[src/rtl/iq_modulate.sv]
// Differential-BPSK baseband modulator.
// Bytes arrive over a valid/ready handshake, are serialised LSB-first and
// emitted as pulse-shaped signed I/Q samples (5 samples per symbol, envelope
// weights 1,3,5,3,1), one sample per ce&&strobe_in tick.
// Frame: REF symbol, PREAMBLE_BITS inverting symbols, 8 symbols per byte,
// one TAIL symbol.
module iq_modulate #(
  parameter int DATA_WIDTH    = 16,
  parameter int I_UNIT        = -6,
  parameter int Q_UNIT        = 8,
  parameter int PREAMBLE_BITS = 4
) (
  input  logic                         clk,
  input  logic                         rst,
  input  logic                         ce,
  input  logic                         strobe_in,
  input  logic [7:0]                   tx_data,
  input  logic                         tx_valid,
  output logic                         tx_ready,
  output logic signed [DATA_WIDTH-1:0] I_out,
  output logic signed [DATA_WIDTH-1:0] Q_out,
  output logic                         strobe_out,
  output logic                         busy,
  output logic [6:0]                   bits_count
);

  typedef enum logic [2:0] {
    S_IDLE = 3'd0,
    S_REF  = 3'd1,
    S_PRE  = 3'd2,
    S_DATA = 3'd3,
    S_TAIL = 3'd4
  } state_t;

  localparam logic signed [DATA_WIDTH-1:0] C_I_UNIT   = DATA_WIDTH'(I_UNIT);
  localparam logic signed [DATA_WIDTH-1:0] C_Q_UNIT   = DATA_WIDTH'(Q_UNIT);
  localparam logic [3:0]                   C_PRE_LAST = 4'(PREAMBLE_BITS - 1);

  state_t                         r_state;
  state_t                         w_state_next;
  logic [2:0]                     r_k;          // sample index within symbol, 0..4
  logic                           r_sign;       // 1 = negative phasor
  logic [3:0]                     r_pre_cnt;
  logic [2:0]                     r_bit_idx;
  logic [7:0]                     r_shift;
  logic [7:0]                     r_hold;
  logic                           r_hold_full;
  logic [6:0]                     r_bits_count;
  logic signed [DATA_WIDTH-1:0]   r_i_out;
  logic signed [DATA_WIDTH-1:0]   r_q_out;
  logic                           r_strobe;
  logic                           r_busy;

  logic                           w_tick;
  logic                           w_sym_end;
  logic                           w_start;
  logic                           w_pre_last;
  logic                           w_data_last;
  logic                           w_load_shift;
  logic                           w_accept;
  logic                           w_active;
  logic                           w_sign_eff;
  logic [2:0]                     w_weight;
  logic signed [DATA_WIDTH-1:0]   w_i_mag;
  logic signed [DATA_WIDTH-1:0]   w_q_mag;
  logic signed [DATA_WIDTH-1:0]   w_i_next;
  logic signed [DATA_WIDTH-1:0]   w_q_next;

  assign w_tick       = ce & strobe_in;
  assign w_sym_end    = w_tick && (r_k == 3'd4);
  assign w_start      = w_tick && (r_state == S_IDLE) && r_hold_full;
  assign w_pre_last   = (r_pre_cnt == C_PRE_LAST);
  assign w_data_last  = (r_bit_idx == 3'd7);
  // The hold register is drained into the shift register at the end of the
  // preamble and at the end of every byte, provided a byte is waiting.
  assign w_load_shift = w_sym_end && r_hold_full &&
                        (((r_state == S_PRE) && w_pre_last) ||
                         ((r_state == S_DATA) && w_data_last));
  // Acceptance looks at the registered hold flag, so a hold register that
  // empties this cycle only admits a new byte on a later cycle.
  assign w_accept     = ce && tx_valid && !r_hold_full;

  // Next-state logic: advances only at symbol boundaries, except IDLE exit.
  always_comb begin
    w_state_next = r_state;
    case (r_state)
      S_IDLE: if (w_start) w_state_next = S_REF;
      S_REF:  if (w_sym_end) w_state_next = S_PRE;
      S_PRE:  if (w_sym_end && w_pre_last)
                w_state_next = r_hold_full ? S_DATA : S_TAIL;
      S_DATA: if (w_sym_end && w_data_last && !r_hold_full)
                w_state_next = S_TAIL;
      S_TAIL: if (w_sym_end) w_state_next = S_IDLE;
      default: w_state_next = S_IDLE;
    endcase
  end

  // Output logic: phase decision for this tick and shaped I/Q sample values.
  always_comb begin
    w_weight = 3'd1;
    case (r_k)
      3'd1, 3'd3: w_weight = 3'd3;
      3'd2:       w_weight = 3'd5;
      default:    w_weight = 3'd1;
    endcase

    // Phase changes take effect from the first sample of a symbol.
    w_sign_eff = r_sign;
    if (r_state == S_IDLE) begin
      w_sign_eff = 1'b0;
    end else if (r_k == 3'd0) begin
      if (r_state == S_PRE)       w_sign_eff = ~r_sign;
      else if (r_state == S_DATA) w_sign_eff = r_sign ^ r_shift[r_bit_idx];
    end

    w_active = (r_state != S_IDLE) || w_start;
    w_i_mag  = C_I_UNIT * $signed({{(DATA_WIDTH-3){1'b0}}, w_weight});
    w_q_mag  = C_Q_UNIT * $signed({{(DATA_WIDTH-3){1'b0}}, w_weight});
    w_i_next = '0;
    w_q_next = '0;
    if (w_active) begin
      w_i_next = w_sign_eff ? -w_i_mag : w_i_mag;
      w_q_next = w_sign_eff ? -w_q_mag : w_q_mag;
    end
  end

  // State register and registered busy flag.
  always_ff @(posedge clk) begin
    if (rst) begin
      r_state <= S_IDLE;
      r_busy  <= 1'b0;
    end else if (w_tick) begin
      r_state <= w_state_next;
      r_busy  <= (w_state_next != S_IDLE);
    end
  end

  // Datapath: byte holding, symbol counters, phase and sample registers.
  always_ff @(posedge clk) begin
    if (rst) begin
      r_k          <= 3'd0;
      r_sign       <= 1'b0;
      r_pre_cnt    <= 4'd0;
      r_bit_idx    <= 3'd0;
      r_shift      <= 8'd0;
      r_hold       <= 8'd0;
      r_hold_full  <= 1'b0;
      r_bits_count <= 7'd0;
      r_i_out      <= '0;
      r_q_out      <= '0;
      r_strobe     <= 1'b0;
    end else begin
      // Strobe marks the cycle after a tick; with ce low there is no tick.
      r_strobe <= w_tick;

      if (w_load_shift) begin
        r_shift     <= r_hold;
        r_hold_full <= 1'b0;
      end else if (w_accept) begin
        r_hold      <= tx_data;
        r_hold_full <= 1'b1;
      end

      if (w_tick) begin
        r_i_out <= w_i_next;
        r_q_out <= w_q_next;
        r_sign  <= w_sign_eff;

        if (!w_active) r_k <= 3'd0;
        else           r_k <= (r_k == 3'd4) ? 3'd0 : r_k + 3'd1;

        if (w_start) r_bits_count <= 7'd0;

        if (w_sym_end) begin
          case (r_state)
            S_REF: r_pre_cnt <= 4'd0;
            S_PRE: begin
              r_pre_cnt <= r_pre_cnt + 4'd1;
              r_bit_idx <= 3'd0;
            end
            S_DATA: begin
              r_bits_count <= r_bits_count + 7'd1;
              r_bit_idx    <= r_bit_idx + 3'd1;
            end
            default: ;
          endcase
        end
      end
    end
  end

  assign tx_ready   = !r_hold_full;
  assign I_out      = r_i_out;
  assign Q_out      = r_q_out;
  assign strobe_out = r_strobe;
  assign busy       = r_busy;
  assign bits_count = r_bits_count;

endmodule

[config.mk]
export PLATFORM = sky130hd
export DESIGN_NAME = iq_modulate
export DESIGN_NICKNAME = d
export VERILOG_FILES = /design/src/rtl/iq_modulate.sv
export SDC_FILE = /design/constraint.sdc
export NUM_CORES = 1
export LEC_CHECK = 0
export CAP_MARGIN = 15
export CORE_MARGIN = 2
export CORE_UTILIZATION = 55
export CTS_CLUSTER_DIAMETER = 150
export CTS_CLUSTER_SIZE = 40
export DETAILED_ROUTE_END_ITERATION = 10
export PLACE_DENSITY = 0.86
export REMOVE_ABC_BUFFERS = 1
export SYNTH_ARGS = -nofsm -noshare
export SYNTH_HDL_FRONTEND = slang
export SYNTH_SLANG_ARGS = --single-unit
export TNS_END_PERCENT = 30
[constraint.sdc]
create_clock -name clk -period 3.5 [get_ports clk]
set_input_delay 0.525 -clock clk [delete_from_list [all_inputs] [get_ports clk]]
set_output_delay 0.525 -clock clk [all_outputs]
set_load 0.005 [all_outputs]
==> results of run 1 <==
==> worst max-delay path: stages (launching register included) <==
cell and delay (ns):
dfxtp_1 0.40, ha_1 0.23, or4b_2 0.59, a21oi_1 0.23, nand3_1 0.42, mux2i_1 0.30, nor2_1 0.06
==> metal layers <==
metal / GRT usage (%) / vias up
met5: 0 / -
met2: 33.94 / 71
met3: 5.000 / 8
met1: 24.25 / 1001
met4: 6.080 / 0
li1: - / 1077
==> flip-flops by register name, indices dropped and copies added (netlist names) <==
register     count
r_hold           8
I_out            6
r_sign           1
r_hold_full      1
strobe_out       1
Q_out            2
r_pre_cnt        4
r_state          3
r_k              3
busy             1
r_shift          8
r_bit_idx        3
bits_count       7
==> cells in the final DEF, fill, tap and decap left out, types with 2 or more instances in the layout <==
cell type,Yosys,layout
nand2_1,17,17
or3_1,2,2
clkdlybuf4s50_1,0,50
nand3_1,12,12
nor4_1,2,2
clkbuf_8,0,6
ha_1,12,12
conb_1,1,4
dfxtp_1,48,48
mux4_1,2,2
mux2i_1,17,17
nor3_1,7,7
and3_1,3,3
a21oi_1,29,29
a221o_1,4,4
a22oi_1,2,2
a211oi_1,4,4
nand3b_1,4,4
buf_4,24,2
a41oi_1,2,2
nor2_1,49,49
inv_1,7,7
o21ai_0,10,10
a2111oi_0,2,2
nor2b_1,2,2
nand2b_1,3,3
nand4_1,2,2
==> per-stage QoR <==
step                cell area [sq um]  utilization (%)  setup slack, ns  std cells
CTS                              3009            68.17            1.143        376
global route                     3009            68.17            1.015        376
floorplan                        2332                -            1.442        264
finish                           3009            68.17            1.164        376
global placement                 2913            65.99            1.111        368
detailed placement               2913            65.99            1.047        368
==> layout make-up <==
cell class                 count  area [sq um]
clock buffer                   6         82.58
clock inverter                 2         13.76
fill                         373          1405
inverter                       7         26.28
multi-input combinational    209          1345
sequential                    48         960.9
tap                           52         65.06
timing repair buffer          52         515.5
==> how the worst max path moves through the flow <==
stage / slack [ns] / cells after the start / endpoint
2_1_floorplan: 1.44 / 6 / r_shift[0]$_SDFFE_PP0P_
3_3_place_gp: 1.11 / 6 / bits_count[4]$_SDFFE_PP0N_
3_5_place_dp: 1.05 / 6 / bits_count[4]$_SDFFE_PP0N_
4_1_cts: 1.14 / 6 / r_shift[1]$_SDFFE_PP0P_
5_1_grt: 1.01 / 6 / r_shift[6]$_SDFFE_PP0P_
6_report: 1.16 / 6 / r_shift[1]$_SDFFE_PP0P_
==> kinds of logic (layout without fill, tap and decap cells) <==
family / count (synthesis) / count (layout) / share of synthesized area [%]
buffers and inverters: 44 / 67 / 10.05
adder cells (fa/ha/maj): 12 / 12 / 5.885
AO/OA/AOI/OAI: 63 / 63 / 16.43
AND/OR/NAND/NOR: 110 / 110 / 20.50
flip-flops: 48 / 48 / 37.67
other: 1 / 4 / 0.1470
multiplexers: 20 / 20 / 9.318
==> power by group through the flow <==
stage	clock network [uW]	logic, uW	registers [uW]
6_report	342	84.6	565
5_1_grt	375	93.8	566
4_1_cts	355	85.4	565
3_5_place_dp	0	84.9	578
3_3_place_gp	0	83.1	577
2_1_floorplan	0	27.8	578
==> results.cfg, run 1 <==
[run_status]
outcome = completed

[synthesis]
synth.top_cell.area_share_pct = 37.67
synth_seq_cells = 48
yosysTopAreaCell = dfxtp_1
yosysMostFrequentCell = nor2_1
synthTopCellsByArea = dfxtp_1 38%, nor2_1 7.2%, buf_4 7.1%
synth_cell_types = 46
synth-async-reset-ratio_pct = 0
netlist_area_sq_mm = 0.002551
synthTopCellsByCount = 49 x nor2_1, 48 x dfxtp_1, 29 x a21oi_1
ys_seq_area_share_pct = 37.67
netlist_instances = 298
synth_flop_cell = dfxtp_1
synth_edf_count = 0
ys_warn_count = 0
syn_area_per_cell_sq_um = 8.561

[route]
vias = 2157
wl_met3_um = 270
top_layer = met4
drt_iter0_markers = 136
wl_met1_mm = 2.231
wl_mm = 4.945
via_per_inst = 5.737
ant_nets = 0
drc = 0
firstDrtPassIters = 4
met2_length_mm = 2.378
detail_route.wl_per_cell_um = 13.15

[floorplanning]
start_util_pct = 57.79
rows = 24
ios = 55
fp.dieH_um = 72.11
fp.dieW_um = 72.11
dieArea_sq_mm = 0.005199
core_region_area_sq_mm = 0.004414

[power_and_ir_drop]
peakVddDrop_v = 0.0003156
p_seq_share_pct = 57.0
p_int_uw = 764.0
cellLeakagePower_uw = 0.001246
clkPwrFrac_pct = 34.5
power_density_mw_per_mm2 = 329.4
combinationalPowerShare_pct = 8.5
swShare_pct = 22.93
p_switching_uw = 227.3
power_uw = 991.3

[timing]
tns_ns = 0
relSlewSlack_pct = 52.84
skew_ns = 0.005065
finalHoldViolCount = 0
final_max_slew_viol_count = 0
fmax_mhz = 428.0
rsz0062_at_grt = false
setup_viol = 0
tightestPinTransition_ns = 0.7010
period_needed_ns = 2.336
fin_worst_hold_slack_ns = 0.4691
fin_crit_sh_pct = 66.75

[global_route]
antenna_found_initial = 0
grt_pass1_wl_mm = 8.314
grt_pass1_vias = 1925
grt_use_total_pct = 19.73
grt_max_degree = 22
grt-ovfl-total = 0

[hold_path]
min_path_cells = 2
hold_path_end = Q_out[5]$_SDFFE_PP0N_
hold_class = register to register
min_from = Q_out[5]$_SDFFE_PP0N_

[setup_path]
arrival_ns = 2.53
r2r_slack_ns = 1.16
reg2reg_from = r_pre_cnt[0]$_SDFFE_PP0P_
r2r_end = r_shift[1]$_SDFFE_PP0P_
worstPathMaxFanout = 9
crit_required_ns = 3.69
r2r_cells = 6
critPathKind = register to register
end_kind = register
start_kind = register
startpoint = r_pre_cnt[0]$_SDFFE_PP0P_

[clocking]
ctsHoldBuffers = 0
clk_pin_slew_worst_paths_ns = 0.09
root_buffer = clkbuf_8
cts-resized-gates = 0
htreeDepth = 2
ctsLongestPathBuffers = 2
cts_sinks = 48
insertion_delay_ns = 0.30
numCtsBuffers = 5
cts_tree = yes
postCtsSetupRepairBufs = 0

[placed_design]
dp_hpwl_mm = 3.668
port_buffers = 50
gp_congestion = 0.8886

[job]
max-cap-violations = 0

[finish]
final_nets = 348
final_layout_size_suffix_gt1_share_pct = 4.938
n_antenna_cell = 0
area_growth_pct = 17.95
Power figures use the tool's default switching activity.
==> run 2, diff against run 1 <==
--- a/config.mk
+++ b/config.mk
@@ -7,11 +7,11 @@
 export LEC_CHECK = 0
 export CAP_MARGIN = 15
 export CORE_MARGIN = 2
-export CORE_UTILIZATION = 55
+export CORE_UTILIZATION = 51
 export CTS_CLUSTER_DIAMETER = 150
 export CTS_CLUSTER_SIZE = 40
 export DETAILED_ROUTE_END_ITERATION = 10
-export PLACE_DENSITY = 0.86
+export PLACE_DENSITY = 0.8
 export REMOVE_ABC_BUFFERS = 1
 export SYNTH_ARGS = -nofsm -noshare
 export SYNTH_HDL_FRONTEND = slang
==> constraint.sdc (replaced) <==
create_clock -name clk -period 2.4 [get_ports clk]
set_input_delay 0.36 -clock clk [delete_from_list [all_inputs] [get_ports clk]]
set_output_delay 0.36 -clock clk [all_outputs]
set_load 0.005 [all_outputs]
==> run 2 against run 1 <==
Compared with the run above: register-to-register slack lost 0.99 ns; hold slack improved by 0.011 ns; cell count increased by 5.9%; clock skew is 0.0078 ns higher; combinational power grew 49%; clock-buffer cell count shrank 1; non-clock buffer count grew 7; largest power group unchanged.
==> results.cfg, run 2 (synthesis gave the netlist of run 1 again) <==
[power_and_ir_drop]
combinationalPowerShare_pct = 8.2
clkPwrFrac_pct = 38.3
power_density_mw_per_mm2 = 496.3
p_seq_share_pct = 53.5
p_switching_uw = 344.9
swShare_pct = 22.41
cellLeakagePower_uw = 0.001287
peakVddDrop_v = 0.0003185
p_int_uw = 1194

[global_route]
grt_pass1_vias = 1906
grt_use_met1_pct = 25.17
grt_pass1_wl_mm = 8.390
grtUsageMet2_pct = 32.06
grt-ovfl-total = 0
grt_util_met3_pct = 3.079
grt_max_degree = 41
antenna_found_initial = 0
grt_use_total_pct = 19.18
busiest_layer = met2

[timing]
setup_viol = 0
final_max_slew_viol_count = 0
skew_ns = 0.01291
tightestPinTransition_ns = 0.5160
period_needed_ns = 2.226
relSlewSlack_pct = 65.50
fmax_mhz = 449.2
rsz0062_at_grt = false
setup_slack_ns = 0.1738
tns_ns = 0
fin_crit_sh_pct = 92.76
finalHoldViolCount = 0

[hold_path]
hold_class = register to register
hold_path_end = bits_count[6]$_SDFFE_PP0N_
min_path_cells = 1
min_from = bits_count[6]$_SDFFE_PP0N_

[clocking]
ctsHoldBuffers = 0
numCtsBuffers = 5
insertion_delay_ns = 0.31
clk_pin_slew_worst_paths_ns = 0.09
htreeDepth = 2
cts_sinks = 48
root_buffer = clkbuf_8
ctsLongestPathBuffers = 2
cts-resized-gates = 0
postCtsSetupRepairBufs = 0
cts_tree = yes

[placed_design]
gp_congestion = 0.8268
place_area_sq_mm = 0.002984
place_ws_ns = 0.1704
dp_hpwl_mm = 3.706
port_buffers = 50

[finish]
n_antenna_cell = 0
multiInputGateArea_sq_mm = 0.001345
design_area_sq_mm = 0.003100
area_growth_pct = 21.53
final_layout_size_suffix_gt1_share_pct = 6.949
final_util_pct = 64.78
layout_common_cells = 50 x clkdlybuf4s50_1, 49 x nor2_1, 48 x dfxtp_1, 29 x a21oi_1
num-fill-cells = 411
ff_latch_area_sq_um = 960.9
final_nets = 355
final_common_cell = clkdlybuf4s50_1

[setup_path]
start_kind = register
arrival_ns = 2.42
reg2reg_from = r_bit_idx[0]$_SDFFE_PP0P_
r2r_slack_ns = 0.17
crit_required_ns = 2.59
worstPathMaxFanout = 6
r2r_end = I_out[5]$_SDFFE_PP0N_
r2r_cells = 5
critPathKind = register to register
end_kind = register

[route]
drc = 0
ant_nets = 0
drt_iter0_markers = 164
wl_mm = 5.035
via_per_inst = 5.382
vias = 2142
firstDrtPassIters = 4
detail_route.wl_per_cell_um = 12.65

[floorplanning]
ios = 55
dieArea_sq_mm = 0.005584
fp.dieW_um = 74.73
rows = 25
start_util_pct = 53.31
fp.dieH_um = 74.73
core_region_area_sq_mm = 0.004786

[job]
max-cap-violations = 0

[run_status]
outcome = completed
==> run 2: changes by cell type in the layout (fill, tap and decap cells not counted) <==
cell,before,now
inv_6,1,0
bufinv_16,0,1
buf_4,2,9
clkinv_2,1,0
clkinv_4,0,2
clkbuf_8,6,5
==> run 2: metal layers <==
metal	routed length [um]	vias up
met5	0	-
met4	71	0
met3	221	7
met2	2372	55
met1	2371	985
li1	-	1095
==> run 2: stage by stage <==
stage | power, uW | instances | hold slack (ns)
CTS | 1554 | 398 | 0.4762
detailed placement | 968.2 | 390 | 0.4626
floorplan | 883.2 | 264 | 0.4291
finish | 1539 | 398 | 0.4802
global route | 1591 | 398 | 0.4832
global placement | 965.0 | 390 | 0.4547
==> run 2: cell type report <==
cell class / count / area share [%]
Sequential cell: 48 / 30.99
Clock buffer: 5 / 2.220
Inverter: 7 / 0.8475
Multi-Input combinational cell: 209 / 43.38
Tap cell: 67 / 2.704
Clock inverter: 3 / 1.533
Timing Repair Buffer: 59 / 18.32
==> run 2: worst max-delay path by stage <==
stage,to,slack (ns),from,cells past startpoint
2_1_floorplan,r_shift[0]$_SDFFE_PP0P_,0.34,r_pre_cnt[0]$_SDFFE_PP0P_,6
3_3_place_gp,busy$_SDFFE_PP0N_,0.20,ce,6
3_5_place_dp,busy$_SDFFE_PP0N_,0.17,ce,6
4_1_cts,I_out[5]$_SDFFE_PP0N_,0.17,r_bit_idx[0]$_SDFFE_PP0P_,5
5_1_grt,I_out[5]$_SDFFE_PP0N_,0.12,r_bit_idx[0]$_SDFFE_PP0P_,5
6_report,I_out[5]$_SDFFE_PP0N_,0.17,r_bit_idx[0]$_SDFFE_PP0P_,5
==> run 2: critical path, cell delays in order, from the launching register on <==
cell	delay [ns]
dfxtp_1	0.42
mux4_1	0.57
mux2_4	0.32
a21oi_1	0.35
nor2_4	0.11
a221o_1	0.33
==> run 2: power groups by stage <==
stage	Combinational (uW)	Clock [uW]	Sequential [uW]
2_1_floorplan	40.6	0	843
3_3_place_gp	124	0	841
3_5_place_dp	127	0	842
4_1_cts	127	604	823
5_1_grt	140	626	825
6_report	126	590	823
